==> config.mk <==
export PLATFORM = sky130hd
export DESIGN_NAME = seg_scan_driver_flat
export DESIGN_NICKNAME = d
export VERILOG_FILES = /design/src/rtl/seg_scan_driver_if.sv /design/src/rtl/seg_scan_driver.sv /design/src/flat_wrapper.sv
export SDC_FILE = /design/constraint.sdc
export NUM_CORES = 1
export LEC_CHECK = 0
export ABC_AREA = 1
export ABC_CLOCK_PERIOD_IN_PS = 3000
export BUFFER_PORTS_ARGS = -buffer_cell sky130_fd_sc_hd__buf_2
export CORE_MARGIN = 10
export CORE_UTILIZATION = 55
export CTS_CLUSTER_DIAMETER = 120
export DETAILED_ROUTE_END_ITERATION = 16
export PLACE_DENSITY_LB_ADDON = 0.2
export REMOVE_ABC_BUFFERS = 1
export SLEW_MARGIN = 20
export SYNTH_ARGS = -nofsm -noshare
export SYNTH_HDL_FRONTEND = slang
export SYNTH_SLANG_ARGS = --single-unit
export TNS_END_PERCENT = 5
==> constraint.sdc <==
create_clock -name i_clk -period 3 [get_ports i_clk]
set_clock_uncertainty 0.05 [all_clocks]
set_input_delay 0.3 -clock i_clk [delete_from_list [all_inputs] [get_ports i_clk]]
set_output_delay 0.3 -clock i_clk [all_outputs]
set_load 0.02 [all_outputs]
==> src/rtl/seg_scan_driver_if.sv <==
// Display-side bundle for seg_scan_driver: BCD digits, UI field enables in, 7-seg drive out.
// master = the UI/clock side, slave = the scan driver.
interface seg_scan_driver_if;
    logic [7:0] i_time_hr;
    logic [7:0] i_time_min;
    logic [7:0] i_alarm_hr;
    logic [7:0] i_alarm_min;
    logic       i_adjust;
    logic       i_en_th;
    logic       i_en_tm;
    logic       i_en_ah;
    logic       i_en_am;
    logic       i_alarm_armed;
    logic [6:0] o_segments;
    logic [3:0] o_anode_active;
    logic       o_dp;

    modport master (
        output i_time_hr, i_time_min, i_alarm_hr, i_alarm_min,
        output i_adjust, i_en_th, i_en_tm, i_en_ah, i_en_am, i_alarm_armed,
        input  o_segments, o_anode_active, o_dp
    );

    modport slave (
        input  i_time_hr, i_time_min, i_alarm_hr, i_alarm_min,
        input  i_adjust, i_en_th, i_en_tm, i_en_ah, i_en_am, i_alarm_armed,
        output o_segments, o_anode_active, o_dp
    );
endinterface

==> src/rtl/seg_scan_driver.sv <==
// Multiplexed 4-digit 7-segment scanner: one digit per refresh tick, field blink,
// leading-zero suppression on hour tens, alarm-armed flag on digit 2's decimal point.
module seg_scan_driver #(
    parameter int SCAN_DIV  = 250000,
    parameter int BLINK_DIV = 25000000
) (
    input  logic               i_clk,
    input  logic               i_rst,
    seg_scan_driver_if.slave   bus
);
    localparam int SW = (SCAN_DIV  > 1) ? $clog2(SCAN_DIV)  : 1;
    localparam int BW = (BLINK_DIV > 1) ? $clog2(BLINK_DIV) : 1;

    localparam logic [6:0] SEG_OFF  = 7'b1111111;
    localparam logic [6:0] SEG_DASH = 7'b0111111;

    logic [SW-1:0] r_scan_cnt;
    logic [1:0]    r_idx;
    logic [BW-1:0] r_blink_cnt;
    logic          r_blink_phase;
    logic [6:0]    r_segments;
    logic [3:0]    r_anode;
    logic          r_dp;

    logic          w_tick;
    logic          w_blink_wrap;
    logic [1:0]    w_nidx;
    logic          w_fld_hr;
    logic          w_fld_min;
    logic          w_alarm_src;
    logic [7:0]    w_hr;
    logic [7:0]    w_min;
    logic [3:0]    w_nibble;
    logic          w_in_field;
    logic          w_lead_zero;
    logic          w_blank;
    logic [6:0]    w_seg_nxt;
    logic [3:0]    w_an_nxt;
    logic          w_dp_nxt;

    function automatic logic [6:0] seg7(input logic [3:0] n);
        logic [6:0] s;
        case (n)
            4'd0:    s = 7'b1000000;
            4'd1:    s = 7'b1111001;
            4'd2:    s = 7'b0100100;
            4'd3:    s = 7'b0110000;
            4'd4:    s = 7'b0011001;
            4'd5:    s = 7'b0010010;
            4'd6:    s = 7'b0000010;
            4'd7:    s = 7'b1111000;
            4'd8:    s = 7'b0000000;
            4'd9:    s = 7'b0010000;
            default: s = SEG_DASH;
        endcase
        return s;
    endfunction

    assign w_tick       = (r_scan_cnt == SW'(SCAN_DIV - 1));
    assign w_blink_wrap = (r_blink_cnt == BW'(BLINK_DIV - 1));
    assign w_nidx       = r_idx + 2'd1;

    // The highest-priority enable decides both the blinking field and the digit source,
    // so an hours edit never shows alarm digits just because an alarm enable is also up.
    always_comb begin
        w_fld_hr    = 1'b0;
        w_fld_min   = 1'b0;
        w_alarm_src = 1'b0;
        if (bus.i_adjust) begin
            if (bus.i_en_th) begin
                w_fld_hr = 1'b1;
            end else if (bus.i_en_tm) begin
                w_fld_min = 1'b1;
            end else if (bus.i_en_ah) begin
                w_fld_hr    = 1'b1;
                w_alarm_src = 1'b1;
            end else if (bus.i_en_am) begin
                w_fld_min   = 1'b1;
                w_alarm_src = 1'b1;
            end
        end
    end

    assign w_hr  = w_alarm_src ? bus.i_alarm_hr  : bus.i_time_hr;
    assign w_min = w_alarm_src ? bus.i_alarm_min : bus.i_time_min;

    always_comb begin
        w_nibble = 4'd0;
        case (w_nidx)
            2'd0: w_nibble = w_min[3:0];
            2'd1: w_nibble = w_min[7:4];
            2'd2: w_nibble = w_hr[3:0];
            2'd3: w_nibble = w_hr[7:4];
            default: w_nibble = 4'd0;
        endcase
    end

    assign w_in_field  = w_nidx[1] ? w_fld_hr : w_fld_min;
    assign w_lead_zero = (w_nidx == 2'd3) && (w_hr[7:4] == 4'd0) && !bus.i_adjust;
    assign w_blank     = (r_blink_phase && w_in_field) || w_lead_zero;
    assign w_seg_nxt   = w_blank ? SEG_OFF : seg7(w_nibble);
    assign w_an_nxt    = ~(4'b0001 << w_nidx);
    assign w_dp_nxt    = !((w_nidx == 2'd2) && bus.i_alarm_armed);

    always_ff @(posedge i_clk) begin
        if (!i_rst) begin
            r_scan_cnt <= '0;
            r_idx      <= 2'd3;
        end else if (w_tick) begin
            r_scan_cnt <= '0;
            r_idx      <= w_nidx;
        end else begin
            r_scan_cnt <= r_scan_cnt + SW'(1);
        end
    end

    // Leaving adjust mode parks the blink at the visible phase so re-entry starts lit.
    always_ff @(posedge i_clk) begin
        if (!i_rst || !bus.i_adjust) begin
            r_blink_cnt   <= '0;
            r_blink_phase <= 1'b0;
        end else if (w_blink_wrap) begin
            r_blink_cnt   <= '0;
            r_blink_phase <= ~r_blink_phase;
        end else begin
            r_blink_cnt   <= r_blink_cnt + BW'(1);
        end
    end

    always_ff @(posedge i_clk) begin
        if (!i_rst) begin
            r_segments <= SEG_OFF;
            r_anode    <= 4'b1111;
            r_dp       <= 1'b1;
        end else if (w_tick) begin
            r_segments <= w_seg_nxt;
            r_anode    <= w_an_nxt;
            r_dp       <= w_dp_nxt;
        end
    end

    assign bus.o_segments     = r_segments;
    assign bus.o_anode_active = r_anode;
    assign bus.o_dp           = r_dp;
endmodule

==> src/flat_wrapper.sv <==
// flat-port wrapper written by rule: the top's interface ports become plain ports
module seg_scan_driver_flat 
#(
    parameter int SCAN_DIV  = 250000,
    parameter int BLINK_DIV = 25000000
)
  (i_clk, i_rst, bus_i_time_hr, bus_i_time_min, bus_i_alarm_hr, bus_i_alarm_min, bus_i_adjust, bus_i_en_th, bus_i_en_tm, bus_i_en_ah, bus_i_en_am, bus_i_alarm_armed, bus_o_segments, bus_o_anode_active, bus_o_dp);
  seg_scan_driver_if bus_i ();
  input  logic i_clk;
  input  logic i_rst;
  input wire logic [$bits(bus_i.i_time_hr)-1:0] bus_i_time_hr;
  input wire logic [$bits(bus_i.i_time_min)-1:0] bus_i_time_min;
  input wire logic [$bits(bus_i.i_alarm_hr)-1:0] bus_i_alarm_hr;
  input wire logic [$bits(bus_i.i_alarm_min)-1:0] bus_i_alarm_min;
  input wire logic [$bits(bus_i.i_adjust)-1:0] bus_i_adjust;
  input wire logic [$bits(bus_i.i_en_th)-1:0] bus_i_en_th;
  input wire logic [$bits(bus_i.i_en_tm)-1:0] bus_i_en_tm;
  input wire logic [$bits(bus_i.i_en_ah)-1:0] bus_i_en_ah;
  input wire logic [$bits(bus_i.i_en_am)-1:0] bus_i_en_am;
  input wire logic [$bits(bus_i.i_alarm_armed)-1:0] bus_i_alarm_armed;
  output wire logic [$bits(bus_i.o_segments)-1:0] bus_o_segments;
  output wire logic [$bits(bus_i.o_anode_active)-1:0] bus_o_anode_active;
  output wire logic [$bits(bus_i.o_dp)-1:0] bus_o_dp;
  assign bus_i.i_time_hr = bus_i_time_hr;
  assign bus_i.i_time_min = bus_i_time_min;
  assign bus_i.i_alarm_hr = bus_i_alarm_hr;
  assign bus_i.i_alarm_min = bus_i_alarm_min;
  assign bus_i.i_adjust = bus_i_adjust;
  assign bus_i.i_en_th = bus_i_en_th;
  assign bus_i.i_en_tm = bus_i_en_tm;
  assign bus_i.i_en_ah = bus_i_en_ah;
  assign bus_i.i_en_am = bus_i_en_am;
  assign bus_i.i_alarm_armed = bus_i_alarm_armed;
  assign bus_o_segments = bus_i.o_segments;
  assign bus_o_anode_active = bus_i.o_anode_active;
  assign bus_o_dp = bus_i.o_dp;
  seg_scan_driver #(.SCAN_DIV(SCAN_DIV), .BLINK_DIV(BLINK_DIV)) u_core (.i_clk(i_clk), .i_rst(i_rst), .bus(bus_i));
endmodule
# --- Word level (Yosys, flattened, before mapping) ---
# Memories as Yosys holds them, arrays and structs flattened.
# Cells that the tools add are included.
# Widths: inputs -> output; s select.
classes:
  eq_ne: 5
  shift: 1
  n_addsub: 3
  n_mux: 18
  reduce_logical: 13
  bitwise: 3
op_table:
  columns: ["operator", "n"]
  rows:
  - ["$add 25x1->25 const B", 1]
  - ["$eq 25x25->1 const B", 1]
  - ["$add 18x1->18 const B", 1]
  - ["$eq 18x18->1 const B", 1]
  - ["$mux 8", 2]
  - ["$pmux 4 s4", 1]
  - ["$mux 1", 14]
  - ["$mux 7", 1]
  - ["$eq 2x2->1 const B", 2]
  - ["$logic_and 1x1->1", 4]
  - ["$logic_not 4->1", 1]
  - ["$not 4->4", 1]
  - ["$reduce_or 2->1", 2]
  - ["$shl 1x2->4 const A", 1]
  - ["$logic_not 1->1", 3]
  - ["$add 2x1->2 const B", 1]
  - ["$eq 2x1->1 const B", 1]
  - ["$logic_not 2->1", 1]
  - ["$logic_or 1x1->1", 2]
  - ["$not 1->1", 2]
word_totals:
  n_memories: 1
  in_bits: 40
  regBits: 58
  out_inout_bits: 12
  word_cells: 51
  romBits: 112
memory_table:
  columns: ["name", "depth", "word_bits", "read_ports", "rd_ports_with_merged_regs", "wr", "line_no", "source"]
  rows:
  - ["(no name shown)", 16, 7, 1, 0, 0, "seg_scan_driver.sv:43", "case (n)"]

# --- Depth between registers and ports, before layout ---
# Gate-level depths: netlist of the first run.
depth:
  depth_word: 11
  depth_mapped: 15

# --- Worst setup path after synthesis of the first run ---
# No wires, ideal clock.
synth_path:
  path_kind: "flip-flop to flip-flop"
  startpoint: "reg u_core.r_idx[0]"
  endpoint: "reg u_core.r_segments[3] (netlist: u_core.bus.o_segments[3])"
  path_stages_with_launch: 12
  n_path_buf: 0
  arrival_ps: 1788
  required_time_ps: 2880
  path_slack_ps: 1093
  cell_sequence: "dfxtp_1 ha_1 inv_1 a21oi_1 o21ai_1 inv_1 a21oi_2 ha_1 or2_1 nand2_1 nand2_1 a21oi_1"
synth_between:
  elab_chain_cells: 6
  elab_cells_between_ends: 13
  classes_between: "add/sub: 1; eq/ne: 3; mux: 3; reduce/logical: 5; memory: 1"
synth_lines:
  columns: ["element", "line_no", "source"]
  rows:
  - ["from (decl)", "seg_scan_driver.sv:18", "logic [1:0] r_idx;"]
  - ["from (signal assigned)", "seg_scan_driver.sv:111", "r_idx <= w_nidx;"]
  - ["$add 2x1->2 (*)", "seg_scan_driver.sv:61", "assign w_nidx = r_idx + 2'd1;"]
  - ["parallel branches: the longest is 4 deep, another holds $mem_v2 16x7", null, null]
  - ["$mux 7 (*)", "seg_scan_driver.sv:101", "assign w_seg_nxt = w_blank ? SEG_OFF : seg7(w_nibble);"]
  - ["to (signal assigned)", "seg_scan_driver.sv:136", "r_segments <= w_seg_nxt;"]
  - ["to (decl)", "seg_scan_driver.sv:21", "logic [6:0] r_segments;"]
# Every way passes the cells marked *.
# A chain may end at the register's enable or synchronous reset.

# --- Worst setup path after layout of the first run ---
layout_path:
  startpoint: "reg u_core.r_blink_cnt[0]"
  endpoint: "reg u_core.r_blink_cnt[18]"
layout_between:
  elab_chain_cells: 2
  elab_cells_between_ends: 3
  classes_between: "add/sub: 1; eq/ne: 1; reduce/logical: 1"
layout_lines:
  columns: ["element", "line_no", "source"]
  rows:
  - ["from (decl)", "seg_scan_driver.sv:19", "logic [BW-1:0] r_blink_cnt;"]
  - ["from (signal assigned)", "seg_scan_driver.sv:126", "r_blink_cnt <= r_blink_cnt + BW'(1);"]
  - ["parallel branches: the longest is 2 deep, another holds $add 25x1->25", null, null]
# Parallel ways; which one is timed is not known.

==> out/metrics.csv, run 1 <==
metric,value,unit
Internal,0.001145,W
Post-CTS Repair Setup Buffers,0,
largest net degree at the start of global routing,21,
ys async rst share,0,%
Util after Layout,65.27,%
CTS tree,yes,
cells along the critical path,ha_1 -> nand3_1 -> nor2_2 -> inv_1 -> nor2_1 -> inv_1 -> nor2_1 -> nand3_1 -> nand2_1 -> buf_4 -> a21oi_1 -> o21a_1,
Antenna Cells,0,
Pwr per Cell Area,399.3,nW/um2
global-route usage over all layers,16.81,%
Required @ worst endpoint,3190,ps
Ports,52,
FF+latch area,1161,um2
Row Count,28,
share of cells above drive strength 1,17.98,%
combinational power share,8.2,%
part of the power in the clock network,41.7,%
net load switching power,0.0004068,W
clk_lat worst skew,350,ps
DRT Wirelength,8062,um
Seq pwr share,50.1,%
synthesis-stage register bit count,58,
PortBufs,51,
Clock Path Buffers,2,
setup TNS,0,ps
Syn. warnings,0,
clock-pin slew on the worst setup and hold paths,80,ps
WL/cell,12.44,um
status,finished clean,
vias,3311,
CTS Hold Bufs,0,
Worst path slowest cell,dfxtp_1,
initial core utilization,56.81,%
total CTS buffers,9,
router iterations before antenna repair,4,
crit path kind,flop to flop,
Sink Count,58,
FF-to-FF setup slack,780,ps
initial antenna violation count,0,
Core ar.,5956,um2
CP arrival,2410,ps
area grow syn2layout,14.90,%
Clk Tree Root Cell,clkbuf_8,
count of final hold-check violations,0,
Vias per Instance,5.110,
Starting DRT DRC Count,143,
maximum vdd ir drop,0.3166,mV
Tmin final,2219,ps
nets,618,
final setup vio count,0,
CTS-repair resized insts,0,
fill count,556,
Max H-tree Level,3,
synth top area cells,"dfxtp_1 34%, nand2_1 12%, inv_1 10%, nand3_1 6.2%, nor2_1 6.0%",
CP max stage delay,360,ps
Crit. End Element,flop,
Final GP Congestion,0.8639,
RSZ-0062 raised after global routing,no,
# DRC,0,
syn avg cell area,6.647,um2
max_cap viols,0,
Tightest Pin Transition,474.0,ps
Fmax,450.7,MHz
Post-synth EDFFs,0,
Mapped Cells,509,
Top delay family on crit path,simple AND/OR/NAND/NOR gates,
first-pass GRT wire length,13820,um
Pins Over Slew Limit,0,
vias in the first global route,3094,
multi-input combinational cell area,1810,um2
Die H,98.43,um
Post-synth top flop,dfxtp_1,
static leakage,1.713,nW
CP startpoint kind,flop,
post-synthesis sequential area ratio,34.32,%
slew margin rel.,68.11,%
GRT overflow,0,
crit share post-route,73.95,%
ANT nets after route,0,
Crit Path Max Fanout,13,
Die ar.,9688,um2
Hold WC Path Type,input port to flop,
width of the die,98.43,um
top cell type's share of synthesized area,34.32,%
Netlist cell types,39,
post-detail-place hpwl,6354,um
cell area after synthesis,3383,um2
WP buf/inv,3,
Yosys top cell by area,dfxtp_1,
sw frac,26.21,%
==> path summary, 6_finish.rpt <==
kind	depth (start not counted)	start	endpoint
max	12	u_core.r_blink_cnt[0]	u_core.r_blink_cnt[18]
min	2	bus_i_alarm_armed	u_core.bus.o_dp
max reg2reg	12	u_core.r_blink_cnt[0]	u_core.r_blink_cnt[18]
min reg2reg	1	u_core.r_blink_cnt[0]	u_core.r_blink_cnt[0]
==> cells in the final DEF, fill, tap and decap left out, drive strengths merged, types with 7 or more instances in the layout <==
master	instances
or2	7
o21ai	14
a21oi	29
nand4	16
buf	54
nand3	45
dfxtp	58
inv	97
clkbuf	10
nand2	115
nor2	63
nor3	19
ha	10
==> layer usage <==
metal	GRT usage [%]	up-vias	wire length, um
met5	0	-	0
met4	6.946	0	167
met3	5.377	13	531
met2	25.52	89	3359
met1	21.48	1470	4003
li1	-	1739	-
==> logic make-up (layout without fill, tap and decap cells) <==
| kind of cell | after synthesis | in the layout | synth area share, % |
|---|---|---|---|
| AND/OR/NAND/NOR | 274 | 274 | 38.05 |
| buffers and inverters | 103 | 167 | 12.17 |
| flip-flops | 58 | 58 | 34.32 |
| AO/OA/AOI/OAI | 56 | 56 | 9.690 |
| adder cells (fa/ha/maj) | 10 | 10 | 3.698 |
| XOR/XNOR | 8 | 8 | 2.071 |
==> state kept, by name, indices dropped and copies added (netlist names) <==
register	cells
u_core.bus.o_anode_active	4
u_core.r_blink_phase	1
u_core.r_scan_cnt	18
u_core.r_blink_cnt	25
u_core.bus.o_segments	7
u_core.bus.o_dp	1
u_core.r_idx	2
==> power groups by stage <==
stage | Sequential, W | Clock [W] | Combinational, W
3_3_place_gp | 0.000795 | 0 | 0.000124
2_1_floorplan | 0.000795 | 0 | 0.0000759
6_report | 0.000778 | 0.000647 | 0.000127
4_1_cts | 0.000778 | 0.000658 | 0.000126
3_5_place_dp | 0.000796 | 0 | 0.000125
5_1_grt | 0.000778 | 0.000686 | 0.000146
==> metrics by stage <==
step | total power (W) | worst slack [ps] | hold WS, ps | instances | instance area [um2]
floorplan | 0.0008708 | 978.9 | 358.5 | 503 | 3337
global placement | 0.0009191 | 774.8 | 378.6 | 632 | 3709
detailed placement | 0.0009209 | 688.4 | 393.1 | 632 | 3709
CTS | 0.001563 | 773.4 | 91.43 | 648 | 3887
global route | 0.001610 | 445.2 | 98.22 | 648 | 3887
finish | 0.001552 | 781.5 | 92.58 | 648 | 3887
==> worst reg2reg max path: cells and delay by family, from the launching register on <==
kind / cells / cell delay (ps)
adder cells (fa/ha/maj): 1 / 200
flip-flops: 1 / 360
AND/OR/NAND/NOR: 6 / 970
AO/OA/AOI/OAI: 2 / 150
buffers and inverters: 3 / 400
==> final cells by class <==
| type | instances | share of cell area [%] |
|---|---|---|
| Timing Repair Buffer | 54 | 7.145 |
| Inverter | 97 | 9.398 |
| Clock buffer | 10 | 3.540 |
| Multi-Input combinational cell | 348 | 46.57 |
| Clock inverter | 6 | 1.062 |
| Sequential cell | 58 | 29.87 |
| Tap cell | 75 | 2.414 |
==> synthesized netlist by cell type (4+ instances only) <==
cell type  instances
a21oi_1           27
a31oi_1            6
buf_4              4
dfxtp_1           58
ha_1              10
inv_1             93
nand2_1          112
nand3_1           42
nand4_1           16
nor2_1            54
nor2_2             5
nor2_4             4
nor3_1            16
nor4_1             5
o21ai_0           11
or2_2              6
xor2_1             6
Note: power is estimated with default switching activity, not from simulation.
==> run 2, diff against run 1 <==
--- a/config.mk
+++ b/config.mk
@@ -6,10 +6,10 @@
 export NUM_CORES = 1
 export LEC_CHECK = 0
 export ABC_AREA = 1
-export ABC_CLOCK_PERIOD_IN_PS = 3000
+export ABC_CLOCK_PERIOD_IN_PS = 2000
 export BUFFER_PORTS_ARGS = -buffer_cell sky130_fd_sc_hd__buf_2
 export CORE_MARGIN = 10
-export CORE_UTILIZATION = 55
+export CORE_UTILIZATION = 51
 export CTS_CLUSTER_DIAMETER = 120
 export DETAILED_ROUTE_END_ITERATION = 16
 export PLACE_DENSITY_LB_ADDON = 0.2
==> constraint.sdc (replaced) <==
create_clock -name i_clk -period 2 [get_ports i_clk]
set_clock_uncertainty 0.05 [all_clocks]
set_input_delay 0.2 -clock i_clk [delete_from_list [all_inputs] [get_ports i_clk]]
set_output_delay 0.2 -clock i_clk [all_outputs]
set_load 0.02 [all_outputs]
==> run 2 against run 1 <==
  * The run now ends with setup timing left
  * Final area rose by 8.5%
  * Combinational power is 63% higher
  * Sequential share of layout area decreased by 2.1 points
  * Sequential power increased by 50%
  * Fmax grew 9.7%
  * Utilization up 0.75 points
  * Clock power up 95%
  * Total power is 70% higher
  * Via count is 4.8% higher
  * Routed wire length grew 4.5%
  * Largest cell class unchanged
==> out/metrics.csv, run 2 (synthesis gave the netlist of run 1 again) <==
metric,value,unit,change
status,finished with violations,,
failing checks,setup timing,,
Tightest Pin Transition,363.9,ps,-110.2 ps
GRT overflow,0,,unchanged
Hold WC Path Type,input port to flop,,
Crit Path Max Fanout,4,,-9
vias,3469,,+4.8%
Final GP Congestion,0.8749,,+1.3%
count of final hold-check violations,0,,unchanged
final setup margin,-22.21,ps,-803.7 ps
total CTS buffers,9,,unchanged
DRT Wirelength,8423,um,+4.5%
PortBufs,51,,unchanged
maximum vdd ir drop,0.5705,mV,+80%
Vias per Instance,5.132,,+0.43%
CP startpoint kind,flop,,
nets,644,,+4.2%
Die ar.,10290,um2,+6.2%
static leakage,1.888,nW,+10%
most frequent cells in the layout,"110 x nand2_1, 93 x inv_1, 53 x nor2_1, 53 x dfxtp_1, 51 x buf_2",,
# DRC,0,,unchanged
Worst R2R Path Depth,11,,-1
DP Worst Slack,6.769,ps,-681.7 ps
vias in the first global route,3254,,+5.2%
first-pass GRT wire length,14030,um,+1.5%
Crit. End Element,flop,,
Worst Setup SP,u_core.r_blink_cnt[6],,
WL/cell,12.46,um,+0.15%
Clk Tree Root Cell,clkbuf_8,,
max_cap viols,0,,unchanged
Ports,52,,unchanged
crit share post-route,101.1,%,+27 points
initial core utilization,52.98,%,-3.8 points
ANT nets after route,0,,unchanged
initial antenna violation count,0,,unchanged
Top reg by flops,u_core.r_blink_cnt,,
clk_lat worst skew,340,ps,about the same
post-detail-place hpwl,6403,um,+0.78%
Pwr per Cell Area,625.7,nW/um2,+57%
Pins Over Slew Limit,0,,unchanged
width of the die,101.5,um,+3.1%
clock-pin slew on the worst setup and hold paths,70,ps,about the same
area grow syn2layout,24.63,%,
final setup vio count,2,,+2
Max H-tree Level,3,,unchanged
Largest register FFs,25,,unchanged
crit path kind,flop to flop,,
Tmin final,2022,ps,-196.3 ps
setup TNS,-22.27,ps,-22.27 ps
"most common cell after layout, fill and taps aside",nand2_1,,
Required @ worst endpoint,2180,ps,-1010 ps
CTS tree,yes,,
FF-to-FF setup slack,-20,ps,-800 ps
CP arrival,2200,ps,-210 ps
Die H,101.5,um,+3.1%
RSZ-0062 raised after global routing,yes,,
Starting DRT DRC Count,193,,+35%
largest net degree at the start of global routing,16,,-24%
global-route usage over all layers,16.17,%,-0.64 points
fill count,588,,+5.8%
Clock Path Buffers,2,,unchanged
slew margin rel.,75.52,%,+7.4 points
router iterations before antenna repair,5,,+1
Fmax,494.5,MHz,+9.7%
Antenna Cells,0,,unchanged
Row Count,29,,+3.6%
Worst Setup EP,u_core.r_blink_cnt[22],,
r2r startpoint,u_core.r_blink_cnt[6],,
Sink Count,58,,unchanged
share of cells above drive strength 1,23.71,%,+5.7 points
HP Start,i_rst,,
R2R Path End,u_core.r_blink_cnt[22],,
Core ar.,6386,um2,+7.2%
==> run 2: report_power, final <==
group,internal (W),leakage [nW],total (W),switching [W]
logic,0.0000911,1.30,0.000207,0.000116
registers,0.00116,0.469,0.00117,0.00000643
clock network,0.000801,0.119,0.00126,0.000462
==> run 2: what timing repair did <==
action,4_1_cts,5_1_grt
hold endpoints to repair,1,0
hold buffers,1,0
resized for setup,2,18
pin swaps,0,10
setup endpoints to repair,1,44
setup buffers,0,6
==> run 2: metal layers <==
layer | GRT usage, % | routed length (um)
met3 | 4.221 | 645
met5 | 0 | 0
met1 | 19.98 | 3874
met4 | 6.967 | 126
met2 | 25.93 | 3776
==> run 2: cell type report <==
class / count / area (um2) / share of cell area (%)
repair buffers: 80 / 479.2 / 11.37
multi-input cells: 348 / 1868 / 44.30
inverters: 97 / 365.4 / 8.665
flip-flops and latches: 58 / 1170 / 27.74
clock inverters: 4 / 72.57 / 1.721
clock buffers: 12 / 165.2 / 3.917
well taps: 77 / 96.34 / 2.285
==> run 2: worst min path at each step <==
stage	end	slack, ps	cells after the start
final	u_core.r_blink_phase	210	5
after detailed placement	u_core.bus.o_dp	350	2
after CTS	u_core.r_blink_phase	180	5
after global routing	u_core.r_blink_phase	240	5
after global placement	u_core.bus.o_dp	350	2
after floorplan	u_core.bus.o_dp	260	1
==> run 2: through the flow <==
step                      total power, W  utilization, %  area, um2  hold WS (ps)  cells
after floorplan                 0.001306               -       3337         258.5    503
after global placement          0.001389           60.34       3854         348.1    653
after detailed placement        0.001393           60.34       3854         353.3    653
after CTS                       0.002658           64.30       4106         183.9    670
after global routing            0.002734           66.03       4217         243.8    676
final                           0.002638           66.03       4217         206.5    676
==> run 2: critical path, stage by stage (launching register included) <==
cell and delay (ps):
dfxtp_1 380, nand2_1 140, nor2_2 220, nand2_2 110
nor4_4 370, nand3_2 150, nor2_4 160, nand2_2 90
nor2_1 90, nand2_1 50, nand2_1 50, nor2_1 40
==> run 3, diff against run 2 <==
--- a/config.mk
+++ b/config.mk
@@ -7,11 +7,11 @@
 export LEC_CHECK = 0
 export ABC_AREA = 1
 export ABC_CLOCK_PERIOD_IN_PS = 2000
-export BUFFER_PORTS_ARGS = -buffer_cell sky130_fd_sc_hd__buf_2
 export CORE_MARGIN = 10
-export CORE_UTILIZATION = 51
+export CORE_UTILIZATION = 55
 export CTS_CLUSTER_DIAMETER = 120
 export DETAILED_ROUTE_END_ITERATION = 16
+export DONT_BUFFER_PORTS = 1
 export PLACE_DENSITY_LB_ADDON = 0.2
 export REMOVE_ABC_BUFFERS = 1
 export SLEW_MARGIN = 20
==> run 3 against run 2 <==
  * The run still ends with setup timing left
  * Critical path depth fell by 1
  * Largest power group unchanged
  * Global-route usage up 0.22 points
  * Non-clock buffer count is 53 lower
  * Fmax is essentially flat
  * Utilization rose by 0.066 points
  * Worst hold slack lost 150 ps
  * Total power fell by 3.2%
  * Largest cell class unchanged
  * Highest routed layer unchanged
  * First-iteration DRC count decreased by 3.1%
  * Register-to-register slack is essentially flat
  * Combinational power decreased by 21%
  * Setup slack about the same
==> out/metrics.csv, run 3 (synthesis gave the netlist of run 1 again) <==
metric,value,unit,change
R2R Path End,u_core.r_blink_cnt[18],,
Hold WC Path Type,input port to flop,,
width of the die,98.43,um,-3.0%
Hold EP,u_core.r_blink_phase,,
GRT overflow,0,,unchanged
clock-pin slew on the worst setup and hold paths,70,ps,about the same
Required @ worst endpoint,2180,ps,about the same
DRT Wirelength,8277,um,-1.7%
DP Area,3588,um2,-6.9%
multi-input combinational cell area,1871,um2,+0.13%
FF+latch area,1167,um2,-0.21%
PortBufs,0,,-100%
maximum vdd ir drop,0.4456,mV,-22%
CP arrival,2210,ps,about the same
most frequent cells in the layout,"110 x nand2_1, 91 x inv_1, 53 x dfxtp_1, 49 x nor2_1, 41 x nand3_1",,
initial core utilization,56.81,%,+3.8 points
FF-to-FF setup slack,-20,ps,about the same
count of final hold-check violations,0,,unchanged
Die H,98.43,um,-3.0%
max_cap viols,0,,unchanged
Pins Over Slew Limit,0,,unchanged
hold path cells,4,,-1
Crit. End Element,flop,,
status,finished with violations,,
vias in the first global route,3135,,-3.7%
gr busiest metal,met2,,
global-route usage over all layers,16.39,%,+0.22 points
Top reg by flops,u_core.r_blink_cnt,,
Vias per Instance,5.317,,+3.6%
Fmax,494.5,MHz,about the same
HP Start,bus_i_adjust,,
Antenna Cells,0,,unchanged
Crit Path Max Fanout,5,,+1
WL/cell,13.33,um,+7.0%
setup TNS,-22.37,ps,-0.1066 ps
CP startpoint kind,flop,,
met2 usage,26.53,%,+0.60 points
Largest register FFs,25,,unchanged
static leakage,1.688,nW,-11%
fill count,547,,-7.0%
slew margin rel.,72.72,%,-2.8 points
area grow syn2layout,16.35,%,
r2r startpoint,u_core.r_blink_cnt[1],,
Worst R2R Path Depth,10,,-1
nets,591,,-8.2%
largest net degree at the start of global routing,15,,-1
Row Count,28,,-3.4%
Starting DRT DRC Count,187,,-3.1%
Die ar.,9688,um2,-5.9%
failing checks,setup timing,,
Sink Count,58,,unchanged
RSZ-0062 raised after global routing,yes,,
post-detail-place hpwl,6460,um,+0.88%
total CTS buffers,9,,unchanged
initial antenna violation count,0,,unchanged
Max H-tree Level,3,,unchanged
first-pass GRT wire length,13700,um,-2.4%
vias,3302,,-4.8%
Core ar.,5956,um2,-6.7%
CTS tree,yes,,
met1 Usage GRT,19.75,%,-0.23 points
"most common cell after layout, fill and taps aside",nand2_1,,
# DRC,0,,unchanged
met3 Resource Use GR,5.028,%,+0.81 points
Min Hold Slack,61.22,ps,-145.2 ps
crit path kind,flop to flop,,
Final GP Congestion,0.8716,,-0.38%
Pwr per Cell Area,648.8,nW/um2,+3.7%
router iterations before antenna repair,4,,-1
Final Cell Area,3936,um2,-6.6%
crit share post-route,101.1,%,about the same
Clock Path Buffers,2,,unchanged
clk_lat worst skew,340,ps,about the same
Tmin final,2022,ps,+0.1601 ps
share of cells above drive strength 1,16.85,%,-6.9 points
final setup margin,-22.37,ps,-0.1601 ps
Clk Tree Root Cell,clkbuf_8,,
Tightest Pin Transition,406.8,ps,+42.93 ps
Ports,52,,unchanged
ANT nets after route,0,,unchanged
final setup vio count,1,,-1
-- run 3: metal layers --
layer | up-vias | share of wire [%]
met1 | 1486 | 46
met5 | - | 0
li1 | 1688 | -
met4 | 0 | 1.8
met3 | 15 | 7.2
met2 | 113 | 45
-- run 3: worst max-delay path by stage --
stage                          endpoint                  start  slack [ps]  cells past startpoint
6_report         u_core.r_blink_cnt[18]  u_core.r_blink_cnt[1]         -20                     10
2_1_floorplan     u_core.r_scan_cnt[15]   u_core.r_scan_cnt[0]         -20                     12
3_3_place_gp   u_core.bus.o_segments[3]        u_core.r_idx[1]          90                     10
5_1_grt          u_core.r_blink_cnt[18]  u_core.r_blink_cnt[0]        -160                     10
3_5_place_dp   u_core.bus.o_segments[3]        u_core.r_idx[1]          30                     10
4_1_cts        u_core.bus.o_segments[3]        u_core.r_idx[1]          20                     10
-- run 3: report_power, final --
group          internal [W]  leakage (nW)  switching, W
Combinational     0.0000598          1.11      0.000103
Clock              0.000711         0.110      0.000511
Sequential          0.00116         0.468    0.00000648
Total               0.00193          1.69      0.000621
-- run 3: layout make-up --
cell class | instances | area share (%)
clock inverter | 7 | 2.606
timing repair buffer | 27 | 5.404
tap | 75 | 2.384
multi-input combinational | 348 | 47.52
inverter | 97 | 9.282
sequential | 58 | 29.66
clock buffer | 9 | 3.147
-- run 3: critical path: stages (launching register included) --
cell and delay, ps:
dfxtp_2 360, ha_4 160, nand3_4 90, nor2_4 150, nand2_2 90, nor4_4 320
nand3_2 140, nor2_4 180, nand2_2 100, buf_4 140, o21a_1 150
-- run 3: through the flow --
| step | setup WS, ps | util (%) | total power, W | cells |
|---|---|---|---|---|
| after floorplan | -21.11 | - | 0.001306 | 503 |
| after global placement | 92.46 | 60.25 | 0.001345 | 599 |
| after detailed placement | 31.83 | 60.25 | 0.001350 | 599 |
| after CTS | 22.37 | 64.22 | 0.002570 | 616 |
| after global routing | -159.8 | 66.09 | 0.002645 | 621 |
| final | -22.37 | 66.09 | 0.002554 | 621 |
-- run 3: what timing repair did --
action	4_1_cts	5_1_grt
endpoints found under the hold margin	1	0
setup buffers	0	5
resized for setup	0	23
setup endpoints to repair	0	56
hold buffers	1	0
